**src/rtl/button_press_classifier.sv**
```systemverilog
// Turns a debounced button level into one-cycle short / long / double press
// strobes, a long-press hold level and a wrapping 8-bit event count.
module button_press_classifier #(
  parameter int LONG_PRESS_CYCLES = 25_000_000,
  parameter int DOUBLE_GAP_CYCLES = 6_250_000
) (
  input  logic       i_Clk,
  input  logic       i_Reset,
  input  logic       i_Debounced,
  output logic       o_Short_Press,
  output logic       o_Long_Press,
  output logic       o_Double_Press,
  output logic       o_Held,
  output logic [7:0] o_Event_Count
);
  localparam int MAX_CYC = (LONG_PRESS_CYCLES > DOUBLE_GAP_CYCLES) ?
                           LONG_PRESS_CYCLES : DOUBLE_GAP_CYCLES;
  localparam int CW = $clog2(MAX_CYC) + 1;
  // The entry sample is not stored in the counter, so terminal values are N-2.
  localparam logic [CW-1:0] LONG_LAST = CW'(LONG_PRESS_CYCLES - 2);
  localparam logic [CW-1:0] GAP_LAST  = CW'(DOUBLE_GAP_CYCLES - 2);

  typedef enum logic [2:0] {
    DISARMED, IDLE, PRESSED1, LONG_HELD, WAIT_GAP, PRESSED2
  } state_t;

  state_t        r_state, w_next;
  logic [CW-1:0] r_cnt;
  logic          r_armed;
  logic          r_short, r_long, r_double, r_held;
  logic [7:0]    r_evt;
  logic          w_short, w_long, w_double;

  always_ff @(posedge i_Clk) begin
    if (i_Reset) begin
      r_state <= DISARMED;
      r_cnt   <= '0;
      r_armed <= 1'b0;
    end else begin
      r_state <= w_next;
      if (w_next != r_state)
        r_cnt <= '0;
      else if (r_state == PRESSED1 || r_state == WAIT_GAP)
        r_cnt <= r_cnt + 1'b1;
      if (r_state == DISARMED && !i_Debounced)
        r_armed <= 1'b1;
    end
  end

  always_comb begin
    w_next = r_state;
    case (r_state)
      DISARMED:  if (!i_Debounced) w_next = IDLE;
      IDLE:      if (i_Debounced && r_armed) w_next = PRESSED1;
      PRESSED1: begin
        if (!i_Debounced)         w_next = WAIT_GAP;
        else if (r_cnt == LONG_LAST) w_next = LONG_HELD;
      end
      LONG_HELD: if (!i_Debounced) w_next = IDLE;
      // A high sample wins over the gap timeout on the same edge.
      WAIT_GAP: begin
        if (i_Debounced)            w_next = PRESSED2;
        else if (r_cnt == GAP_LAST) w_next = IDLE;
      end
      PRESSED2:  if (!i_Debounced) w_next = IDLE;
      default:   w_next = DISARMED;
    endcase
  end

  always_comb begin
    w_long   = 1'b0;
    w_short  = 1'b0;
    w_double = 1'b0;
    case (r_state)
      PRESSED1: w_long   = i_Debounced && (r_cnt == LONG_LAST);
      WAIT_GAP: w_short  = !i_Debounced && (r_cnt == GAP_LAST);
      PRESSED2: w_double = !i_Debounced;
      default: ;
    endcase
  end

  always_ff @(posedge i_Clk) begin
    if (i_Reset) begin
      r_short  <= 1'b0;
      r_long   <= 1'b0;
      r_double <= 1'b0;
      r_held   <= 1'b0;
      r_evt    <= 8'd0;
    end else begin
      r_short  <= w_short;
      r_long   <= w_long;
      r_double <= w_double;
      r_held   <= (w_next == LONG_HELD);
      if (w_short || w_long || w_double)
        r_evt <= r_evt + 8'd1;
    end
  end

  assign o_Short_Press  = r_short;
  assign o_Long_Press   = r_long;
  assign o_Double_Press = r_double;
  assign o_Held         = r_held;
  assign o_Event_Count  = r_evt;
endmodule

```
**config.mk**
```make
export PLATFORM = sky130hd
export DESIGN_NAME = button_press_classifier
export DESIGN_NICKNAME = d
export VERILOG_FILES = /design/src/rtl/button_press_classifier.sv
export SDC_FILE = /design/constraint.sdc
export NUM_CORES = 1
export LEC_CHECK = 0
export BUFFER_PORTS_ARGS = -buffer_cell sky130_fd_sc_hd__buf_4
export CAP_MARGIN = 10
export CORE_MARGIN = 4
export CORE_UTILIZATION = 45
export CTS_CLUSTER_SIZE = 14
export DETAILED_ROUTE_END_ITERATION = 10
export HOLD_SLACK_MARGIN = 0.1
export PLACE_DENSITY = 0.71
export SETUP_SLACK_MARGIN = 0.3
export SYNTH_ARGS = -nofsm -noshare
export SYNTH_HDL_FRONTEND = slang
export SYNTH_SLANG_ARGS = --single-unit
```
**constraint.sdc**
```tcl
create_clock -name i_Clk -period 2.3 [get_ports i_Clk]
set_clock_uncertainty 0.1 [all_clocks]
set_input_delay 0.23 -clock i_Clk [delete_from_list [all_inputs] [get_ports i_Clk]]
set_output_delay 0.23 -clock i_Clk [all_outputs]
set_load 0.02 [all_outputs]
```
Word level (Yosys, flattened, before mapping)
Index checks and enable logic that the tools add are counted.
{"block": "word_totals", "regBits": 42, "inputBits": 3}
{"block": "classes", "eq_ne": 9, "mux": 10, "n_reduce_logical": 11, "addsub": 2}
{"op": "$add A26 B1 Y26 const B", "n": 1}
{"op": "$eq A26 B23 Y1 const B", "n": 1}
{"op": "$eq A26 B25 Y1 const B", "n": 1}
{"op": "$mux W3", "n": 6}
{"op": "$pmux W3 S4", "n": 1}
{"op": "$eq A3 B2 Y1 const B", "n": 3}
{"op": "$add A8 B1 Y8 const B", "n": 1}
{"op": "$eq A3 B3 Y1 const B", "n": 2}
{"op": "$logic_and A1 B1 Y1", "n": 4}
{"op": "$eq A3 B1 Y1 const B", "n": 1}
{"op": "$logic_not A3 Y1", "n": 1}
{"op": "$logic_or A1 B1 Y1", "n": 3}
{"op": "$mux W1", "n": 3}
{"op": "$ne A3 B3 Y1", "n": 1}
{"op": "$reduce_or A3 Y1", "n": 1}
{"op": "$reduce_or A2 Y1", "n": 1}
{"op": "$logic_not A1 Y1", "n": 1}

Depth between registers and ports, before layout
Gate-level depths: netlist (run 1).
{"block": "logic_depth", "depth_word": 6, "depth_mapped": 8, "ltp_nobuf": 7}

Worst setup path after synthesis (run 1)
OpenSTA, ideal clock, no wires.
{"block": "synth_timing", "path_kind": "register to register", "startpoint": "register r_cnt[7]", "endpoint": "register r_cnt[4]", "arrival_time_ps": 1737, "n_path_buf": 1, "stages_incl_launch_ff": 6, "setup_ps": 115, "slack_ps": 348, "path_cell_list": "dfxtp_1 or4b_4 or3_4 o21ai_4 buf_6 nor2_1"}
{"block": "synth_via", "elab_chain_len": 6, "word_cells_on_any_way": 9}
{"item": "start: declaration", "line": "28", "source": "logic [CW-1:0] r_cnt;"}
{"item": "start signal: assignment", "line": "44", "source": "r_cnt <= r_cnt + 1'b1;"}
{"item": "$eq A26 B23 Y1 / $eq A26 B25 Y1 (equally long branches)", "line": "63, 57"}
{"item": "$mux W3, on equally long branches", "line": "63, 57"}
{"item": "$mux W3, on equally long branches", "line": "62, 56"}
{"item": "$pmux W3 S4 *", "line": "52", "source": "case (r_state)"}
{"item": "$ne A3 B3 Y1 *", "line": "41", "source": "if (w_next != r_state)"}
{"item": "$reduce_or A2 Y1 (no source line) *"}
Mark *: on every way between the ends. The rest lies on a longest branch, timed or not.
A chain may end at the register's enable or synchronous reset.

Worst setup path after layout (run 1)
{"block": "layout_timing", "startpoint": "register r_cnt[10]", "endpoint": "register r_cnt[21]"}
{"block": "layout_via", "elab_chain_len": 6, "word_cells_on_any_way": 10}
{"item": "$eq A26 B23 Y1 / $eq A26 B25 Y1 (equally long branches)", "line": "63, 57"}
{"item": "$mux W3, on equally long branches", "line": "63, 57"}
{"item": "$mux W3, on equally long branches", "line": "62, 56"}
{"item": "$pmux W3 S4", "line": "52"}
{"item": "$ne A3 B3 Y1", "line": "41"}
{"item": "$reduce_or A2 Y1 (no source line)"}
Parallel ways exist; a longest one is shown, timed or not.

==> impl_summary.md, run 1 <==
Floorplanning
The floorplan step set the die height to 79.5 um. The floorplan has 25 rows. The starting density of the core is 47.5%. In this run the standard cell core region covers 4850 um^2. The die covers 6330 um^2. In this run the horizontal extent of the chip is 79.5 um. The I/O pin total is 15.

Synth
The number of nets handed over by synthesis was 268. After synthesis, the share of flip-flops with an asynchronous set or reset is 0%. The portion of synthesized area spent on multiplexers is 0.435%.

The number of enable flip-flop cells after synthesis is 0. The synthesized area is 2300 um^2. During synthesis, Yosys emitted a total of 0 warnings. The fraction of the yosys area taken by sequential cells is 36.5%. Summing the areas of all and, or, nand and nor instances in the mapped netlist gives 36.8% of the synthesized area. The top-area cell type share of the netlist area is 36.5%.

After technology mapping, the gate count stands at 262. Summing the areas of all compound-gate instances in the mapped netlist gives 11.2% of the synthesized area. The most instantiated flip-flop cell in the synthesis netlist is sky130_fd_sc_hd__dfxtp_1.

The average size of a mapped cell is 8.79 um^2. After synthesis, the cell types taking the most area are sky130_fd_sc_hd__dfxtp_1 37%, sky130_fd_sc_hd__nor2_1 5.7%, sky130_fd_sc_hd__xor2_1 5.7%. After synthesis, the largest family of logic cells by area is simple AND/OR/NAND/NOR gates. The synthesized netlist contains 56 unique library cells. Counting flops and latches in the post-synthesis netlist gives 42.

After Yosys synthesis, XOR and XNOR cells account for 9.13% of the synthesized area. The synthesized-area fraction occupied by adder cells is 1.63%. The synthesized design spends more area on one cell type than any other, namely sky130_fd_sc_hd__dfxtp_1.

STA
The ratio of final minimum period to clock period is 89.3%. The clock period minus worst slack is 2.05 ns. The remaining max-slew budget at the tightest pin is 64.6%. The transition at the pin with the smallest max-transition slack is 0.528 ns. The count of final max-slew check failures is 0.

The worst hold slack is 0.163 ns. The final critical-path setup slack is 0.246 ns. Timing would allow up to 0.487 GHz. The number of endpoints with negative hold slack in the final report was 0. The final-layout setup total negative slack is 0 ns. Setup repair after global routing could not meet its margin everywhere. Setup violations remaining at the end of the flow were counted as 0.

Drt
For this run, design rule violations remaining after detail routing come to 0. The number of nets with antenna violations after detailed routing is 0. The via total after detailed routing is 2082. In the routed layout, each cell is associated on average with a via count of 5.66. The routed wirelength normalized by instance count is 15.1 um.

The first-pass iteration count of the detailed router is 4. The total wire length after detailed routing is 5.54 mm. The detailed router finished its first iteration with 158 violations.

Placement
Before CTS, the worst setup slack after placement is 0.227 ns. The last weighted congestion value of the routability-driven placer is 0.856. The wire-length estimate of the detail-placed layout is 3.51 mm. The count of buffers added on input and output ports is 14. After detailed placement, the design holds a cell count of 343.

Clock network
The root buffer cell chosen for the clock tree is sky130_fd_sc_hd__clkbuf_8. The number of clock sinks seen by CTS is 42. Clock latency on the worst-skew pair, taken at its later pin, is 0.29 ns. In this run, CTS created clock tree buffers numbering 5. The clock passes through at most 2 buffers. The depth of the CTS H-tree is 2. Clock-pin slew was measured on the worst setup and hold paths at 0.08 ns. The TritonCTS clock tree is done. For this design, the CTS-stage hold fixing added 0 buffers.

Power
The design draws 1.36 mW. The clock power share is 36.8%. Of the total power, the share spent switching nets is 24.2%.

The sequential share of power is 54.2%. Of the total power, combinational logic draws 9.0%. The worst-case IR drop observed on VDD is 341 uV.

For this design the static power due to leakage is 1.03 nW. For this design the total switching power over the nets is 0.328 mW. The cell internal power dissipation is 1.03 mW. The areal power density over the cells is 456 nW/um^2.

Critical path
At the worst endpoint, the required time is 2.40 ns. On the worst path, the slowest cell contributes a delay of 0.54 ns. The arrival time of the worst setup path is 2.15 ns.

The most critical setup path has its startpoint at r_cnt[10]. The reg-to-reg startpoint is r_cnt[10]. The kind of start point of the critical path is a register.

The slowest stage of the critical path belongs to the cell sky130_fd_sc_hd__or4b_4. Of all nets on the critical path, the largest fanout is 6. The critical path is of the register to register type. STA classifies the critical path endpoint as a register. The buffer and inverter count on the worst path is 2. The kind of cell with the highest combined delay on the critical path is simple AND/OR/NAND/NOR gates. The signal on the critical path passes through or4b_4 -> nor4_4 -> a32oi_2 -> o21ai_4 -> buf_12 -> clkbuf_16 -> nor2_1.

Global route
The first global-routing pass estimated 8.70 mm of wire. The number of antenna violations at the first check in global routing is 0. The aggregate global routing overflow is 0. Entering global routing, the biggest net connects 24 pins. The via count of the first global-routing pass came to 1787. Global routing used 17.5% of the available tracks across all layers.

Finish
The number of diodes added for antenna fixing is 0. At the end of the flow, the number of nets in the layout was 306. The count of filler cells inserted in the layout is 394. In the final layout, the share of cells above drive strength 1 is 33.9%.

Leaving out fill and tap cells, the most frequent cell in the layout is sky130_fd_sc_hd__buf_4. The area growth from synthesis to final layout is 29.1%. Leaving out filler cells and counting taps, the final layout contains 368.

The top cell types in the final layout, fill and taps aside, are 35 x sky130_fd_sc_hd__buf_4, 34 x sky130_fd_sc_hd__dfxtp_1, 17 x sky130_fd_sc_hd__nor2_1.

Worst hold path
The tightest min-delay check is of the primary input to register type. The hold path startpoint is i_Reset.

Flow run
The tool flagged a number of max-cap violations equal to 0.

Status
The run finished with clean final reports.
-- registers in the layout, summed over array words and instances, names as in the netlist --
name            flops
r_armed             1
o_Event_Count       8
o_Short_Press       1
r_state             3
o_Long_Press        1
r_cnt              26
o_Double_Press      1
o_Held              1
-- worst paths after layout --
path	end	slack, ns	cells past startpoint
worst max-delay path	r_cnt[21]	0.25	7
worst max register to register	r_cnt[21]	0.25	7
worst min-delay path	r_state[2]	0.16	2
worst min register to register	o_Event_Count[7]	0.41	1
-- cell families after synthesis --
kind of cell | Yosys count
buf+inv | 13
fa+ha+maj | 3
xor+xnor | 24
flops | 42
compound gates | 34
mux | 1
simple gates | 145
-- metrics by stage --
step,area (um^2),utilization [%]
floorplan,2300,-
global placement,2490,51.4
detailed placement,2490,51.4
CTS,2740,56.6
global route,2970,61.3
finish,2970,61.3
-- synthesized netlist by cell type, types with 2 or more instances --
master / instances
sky130_fd_sc_hd__dfxtp_1: 42
sky130_fd_sc_hd__nor2_1: 35
sky130_fd_sc_hd__nand2_1: 16
sky130_fd_sc_hd__xor2_1: 15
sky130_fd_sc_hd__nand3_1: 14
sky130_fd_sc_hd__a21oi_1: 12
sky130_fd_sc_hd__nand2b_1: 9
sky130_fd_sc_hd__xnor2_1: 9
sky130_fd_sc_hd__nand4_1: 8
sky130_fd_sc_hd__nor3_1: 8
sky130_fd_sc_hd__nor4_1: 7
sky130_fd_sc_hd__o21ai_0: 7
sky130_fd_sc_hd__and3_1: 6
sky130_fd_sc_hd__buf_6: 5
sky130_fd_sc_hd__nor2b_1: 4
sky130_fd_sc_hd__nor3b_1: 4
sky130_fd_sc_hd__or3_1: 4
sky130_fd_sc_hd__or3_2: 4
sky130_fd_sc_hd__and3_2: 3
sky130_fd_sc_hd__ha_1: 3
sky130_fd_sc_hd__inv_1: 3
sky130_fd_sc_hd__nand4b_1: 3
sky130_fd_sc_hd__and4_1: 2
sky130_fd_sc_hd__buf_2: 2
sky130_fd_sc_hd__clkbuf_1: 2
sky130_fd_sc_hd__nand4bb_1: 2
sky130_fd_sc_hd__nor4bb_1: 2
sky130_fd_sc_hd__o311ai_0: 2
sky130_fd_sc_hd__or2b_2: 2
-- worst reg2reg max path: stages (launching register included) --
cell                        delay, ns
sky130_fd_sc_hd__dfxtp_4         0.35
sky130_fd_sc_hd__or4b_4          0.54
sky130_fd_sc_hd__nor4_4          0.30
sky130_fd_sc_hd__a32oi_2         0.12
sky130_fd_sc_hd__o21ai_4         0.19
sky130_fd_sc_hd__buf_12          0.15
sky130_fd_sc_hd__clkbuf_16       0.16
sky130_fd_sc_hd__nor2_1          0.05
-- power by group through the flow --
stage / registers [mW] / logic [mW] / clock network, mW
after floorplan: 0.752 / 0.0491 / 0
after global placement: 0.755 / 0.0640 / 0
after detailed placement: 0.755 / 0.0648 / 0
after CTS: 0.738 / 0.0957 / 0.513
after global routing: 0.737 / 0.129 / 0.543
final: 0.736 / 0.122 / 0.499
-- cell type report --
cell class	instances	area, um^2	share of cell area [%]
clock inverters	2	12.5	0.421
inverters	3	11.3	0.379
clock buffers	6	82.6	2.78
well taps	67	83.8	2.82
flip-flops and latches	42	856	28.8
repair buffers	41	394	13.3
multi-input cells	207	1530	51.6
-- repair_timing --
| item | CTS | global route |
|---|---|---|
| pin swaps | 6 | 21 |
| gates cloned | 2 | 1 |
| buffers inserted | 5 | 9 |
| gates resized for setup | 12 | 43 |
| endpoints found under the hold margin | 0 | 0 |
| setup endpoints to repair | 32 | 34 |
-- per-layer routing --
layer	global-route usage [%]	up-vias	wire, um
met5	0	-	0
met4	4.81	0	72
li1	-	1027	-
met3	3.61	6	222
met2	27.9	40	2720
met1	23.8	1009	2530
(Power assumes the default switching activity.)
==> inputs of run 2 (changes only) <==
Settings changed: PLACE_DENSITY 0.71 to default.
==> run 2 against run 1 <==
Effect of this change:
- clock-buffer cell count up 1
- combinational power down 30%
- total power shrank 6.0%
==> impl_summary.md, run 2 (same netlist as run 1, synthesis figures left out) <==
Power
The areal power density over the cells is 464 nW/um^2. The clock power share is 35.7%. The portion of total power attributed to combinational logic is 6.6%. The sequential share of power is 57.6%. The worst-case vdd ir drop is 262 uV. The internal portion of the total power is 0.977 mW. For this design the total switching power over the nets is 0.298 mW. The leakage power figure is 0.974 nW. The switching share of total power is 23.4%.

Finish
The number of antenna diodes in the final layout is 0. The area growth from synthesis to final layout is 19.3%. The net count of the finished layout is 298.

The largest register by flop count is r_cnt. The top cell types in the final layout, fill and taps aside, are 36 x sky130_fd_sc_hd__dfxtp_1, 30 x sky130_fd_sc_hd__nor2_1, 29 x sky130_fd_sc_hd__buf_4. The register with the most flip-flops in the layout has 26 of them.

Leaving out fill and tap cells, the most frequent cell in the layout is sky130_fd_sc_hd__dfxtp_1. The count of filler cells inserted in the layout is 458. The share of post-route cells with drive strength above 1 is 25.7%.

Global route
The total overflow left after global routing is 0. The global-route wire length before repair is 8.41 mm. Entering global routing, the biggest net connects 24 pins.

The number of antenna violations at the first check in global routing is 0. The via count of the first global-routing pass is 1729. The total routing usage reported by global routing is 16.9%.

STA
Subtracting the final worst setup slack from the clock period gives 2.00 ns. In the finished design, the share of the clock period the worst path needs comes to 87.2%. Setup violations remaining at the end of the flow were counted as 0. The count of final max-slew check failures is 0.

For the pin with the worst max-slew slack, the measured transition is 0.582 ns. Headroom to the max-slew limit came out at 60.9%. Setup repair after global routing could not meet its margin everywhere. The final-layout setup total negative slack is 0 ns. The worst hold slack is 0.156 ns.

The maximum clock frequency is 0.499 GHz. The number of endpoints with negative hold slack in the final report is 0.

Drt
The via total after detailed routing is 1997. The detailed-route DRC error count is 0. The first-iteration detailed-routing DRC count is 72. The first TritonRoute pass finished after 4 iterations.

The count of nets left with antenna violations once routing finished came out at 0. The total wire length after detailed routing is 5.21 mm. Using the TritonRoute via totals, the vias-per-cell ratio works out to 5.56. The routed wirelength normalized by instance count is 14.5 um.

Clock network
The cell chosen for the clock root is sky130_fd_sc_hd__clkbuf_8. The clock drives 42 sinks. TritonCTS built the clock tree. The H-tree was split into 2 levels. The number of buffers created by CTS is 5. The number of hold buffers added after CTS was 0. After clock tree synthesis, the clock-pin slew on the worst setup and hold paths is 0.08 ns. At the later pin of the worst-skew pair, clock insertion delay measures 0.29 ns. The worst-case clock buffer depth is 2.

Critical path
Traced cell by cell, the critical path runs through inv_2 -> ha_1 -> nand4_1 -> nor4b_4 -> a22o_4 -> or4b_2 -> nand3_1. The required time at the worst-slack endpoint is 2.44 ns. The kind of start point of the critical path is a register. The arrival time of the worst setup path is 2.14 ns. The kind of capture point of the worst setup path is a register. The largest individual stage delay along the critical path comes from the cell sky130_fd_sc_hd__or4b_2. The critical path class is register to register. The internal reg-to-reg setup slack is 0.30 ns.

In this design, the stage delay of the slowest critical-path cell is 0.62 ns. The reg-to-reg startpoint is r_cnt[0]. Along the worst path, the maximum fanout reaches 6. The depth of the most critical reg-to-reg path is 7. The worst setup path startpoint is r_cnt[0]. The endpoint identified for the worst register-to-register timing path is o_Event_Count[2]. The critical path endpoint is o_Event_Count[2].

Status
The run finished with clean final reports.

Floorplanning
The die area is 6330 um^2. The die is 79.5 um tall. The I/O pin total is 15.

The starting density of the core is 47.5%. The number of placement rows is 25. Measured along the x axis, the die boundary spans 79.5 um. The placeable core area is 4850 um^2.

Worst hold path
The type of the tightest min-delay check is primary input to register.

Placement
In this run the tool buffered the top-level ports with 14 buffer cells. The post-detailed-placement half-perimeter wirelength is 3.50 mm. The last weighted congestion value of the routability-driven placer is 0.811.

Flow run
Max-cap violations in this run came to 0.
run 2: cell type report:
| cell class | count | area, um^2 | share of cell area, % |
|---|---|---|---|
| well taps | 67 | 83.8 | 3.05 |
| multi-input cells | 208 | 1450 | 52.8 |
| clock buffers | 7 | 76.3 | 2.78 |
| repair buffers | 32 | 274 | 9.97 |
| inverters | 3 | 11.3 | 0.410 |
| flip-flops and latches | 42 | 851 | 31.0 |
run 2: how the worst min path moves through the flow:
stage                      from  depth (start not counted)             to  slack [ns]
floorplan           i_Debounced                          3  o_Short_Press        0.31
global placement        r_armed                          2        r_armed        0.37
detailed placement      r_armed                          2        r_armed        0.38
CTS                     i_Reset                          2     r_state[2]        0.14
global route            i_Reset                          2     r_state[2]        0.18
finish                  i_Reset                          2     r_state[0]        0.16
run 2: critical path: cells and delay by family, from the launching register on:
family	cells	cell delay, ns
DFF	1	0.37
buffers and inverters	1	0.03
AOI/OAI and AO/OA	1	0.26
and+or+nand+nor	4	1.01
adders and majority gates	1	0.18
run 2: timing repair:
action,4_1_cts,5_1_grt
hold endpoints to repair,0,0
gates resized for setup,9,17
cloned,1,2
pin swaps,3,4
setup buffers,3,1
setup endpoints to repair,33,35
run 2: power groups by stage:
stage | combinational [mW] | sequential [mW] | clock, mW
finish | 0.0848 | 0.735 | 0.456
floorplan | 0.0491 | 0.752 | 0
global route | 0.0916 | 0.735 | 0.510
global placement | 0.0687 | 0.753 | 0
detailed placement | 0.0675 | 0.753 | 0
CTS | 0.0788 | 0.735 | 0.481
run 2: per-layer routing:
metal / routed length (um) / GRT usage, % / share of wire (%) / vias to the layer above
li1: - / - / - / 1009
met1: 2480 / 22.4 / 48 / 951
met4: 86 / 5.84 / 1.7 / 0
met5: 0 / 0 / 0 / -
met2: 2480 / 27.2 / 48 / 30
met3: 165 / 3.27 / 3.2 / 7
run 2: stage by stage:
| step | total power [mW] | std cells | worst slack [ns] | util [%] | area, um^2 |
|---|---|---|---|---|---|
| 2_1_floorplan | 0.801 | 262 | 0.348 | - | 2300 |
| 3_3_place_gp | 0.821 | 345 | 0.240 | 51.7 | 2510 |
| 3_5_place_dp | 0.820 | 345 | 0.202 | 51.7 | 2510 |
| 4_1_cts | 1.30 | 356 | 0.280 | 55.1 | 2670 |
| 5_1_grt | 1.34 | 359 | 0.250 | 56.7 | 2750 |
| 6_report | 1.28 | 359 | 0.295 | 56.7 | 2750 |
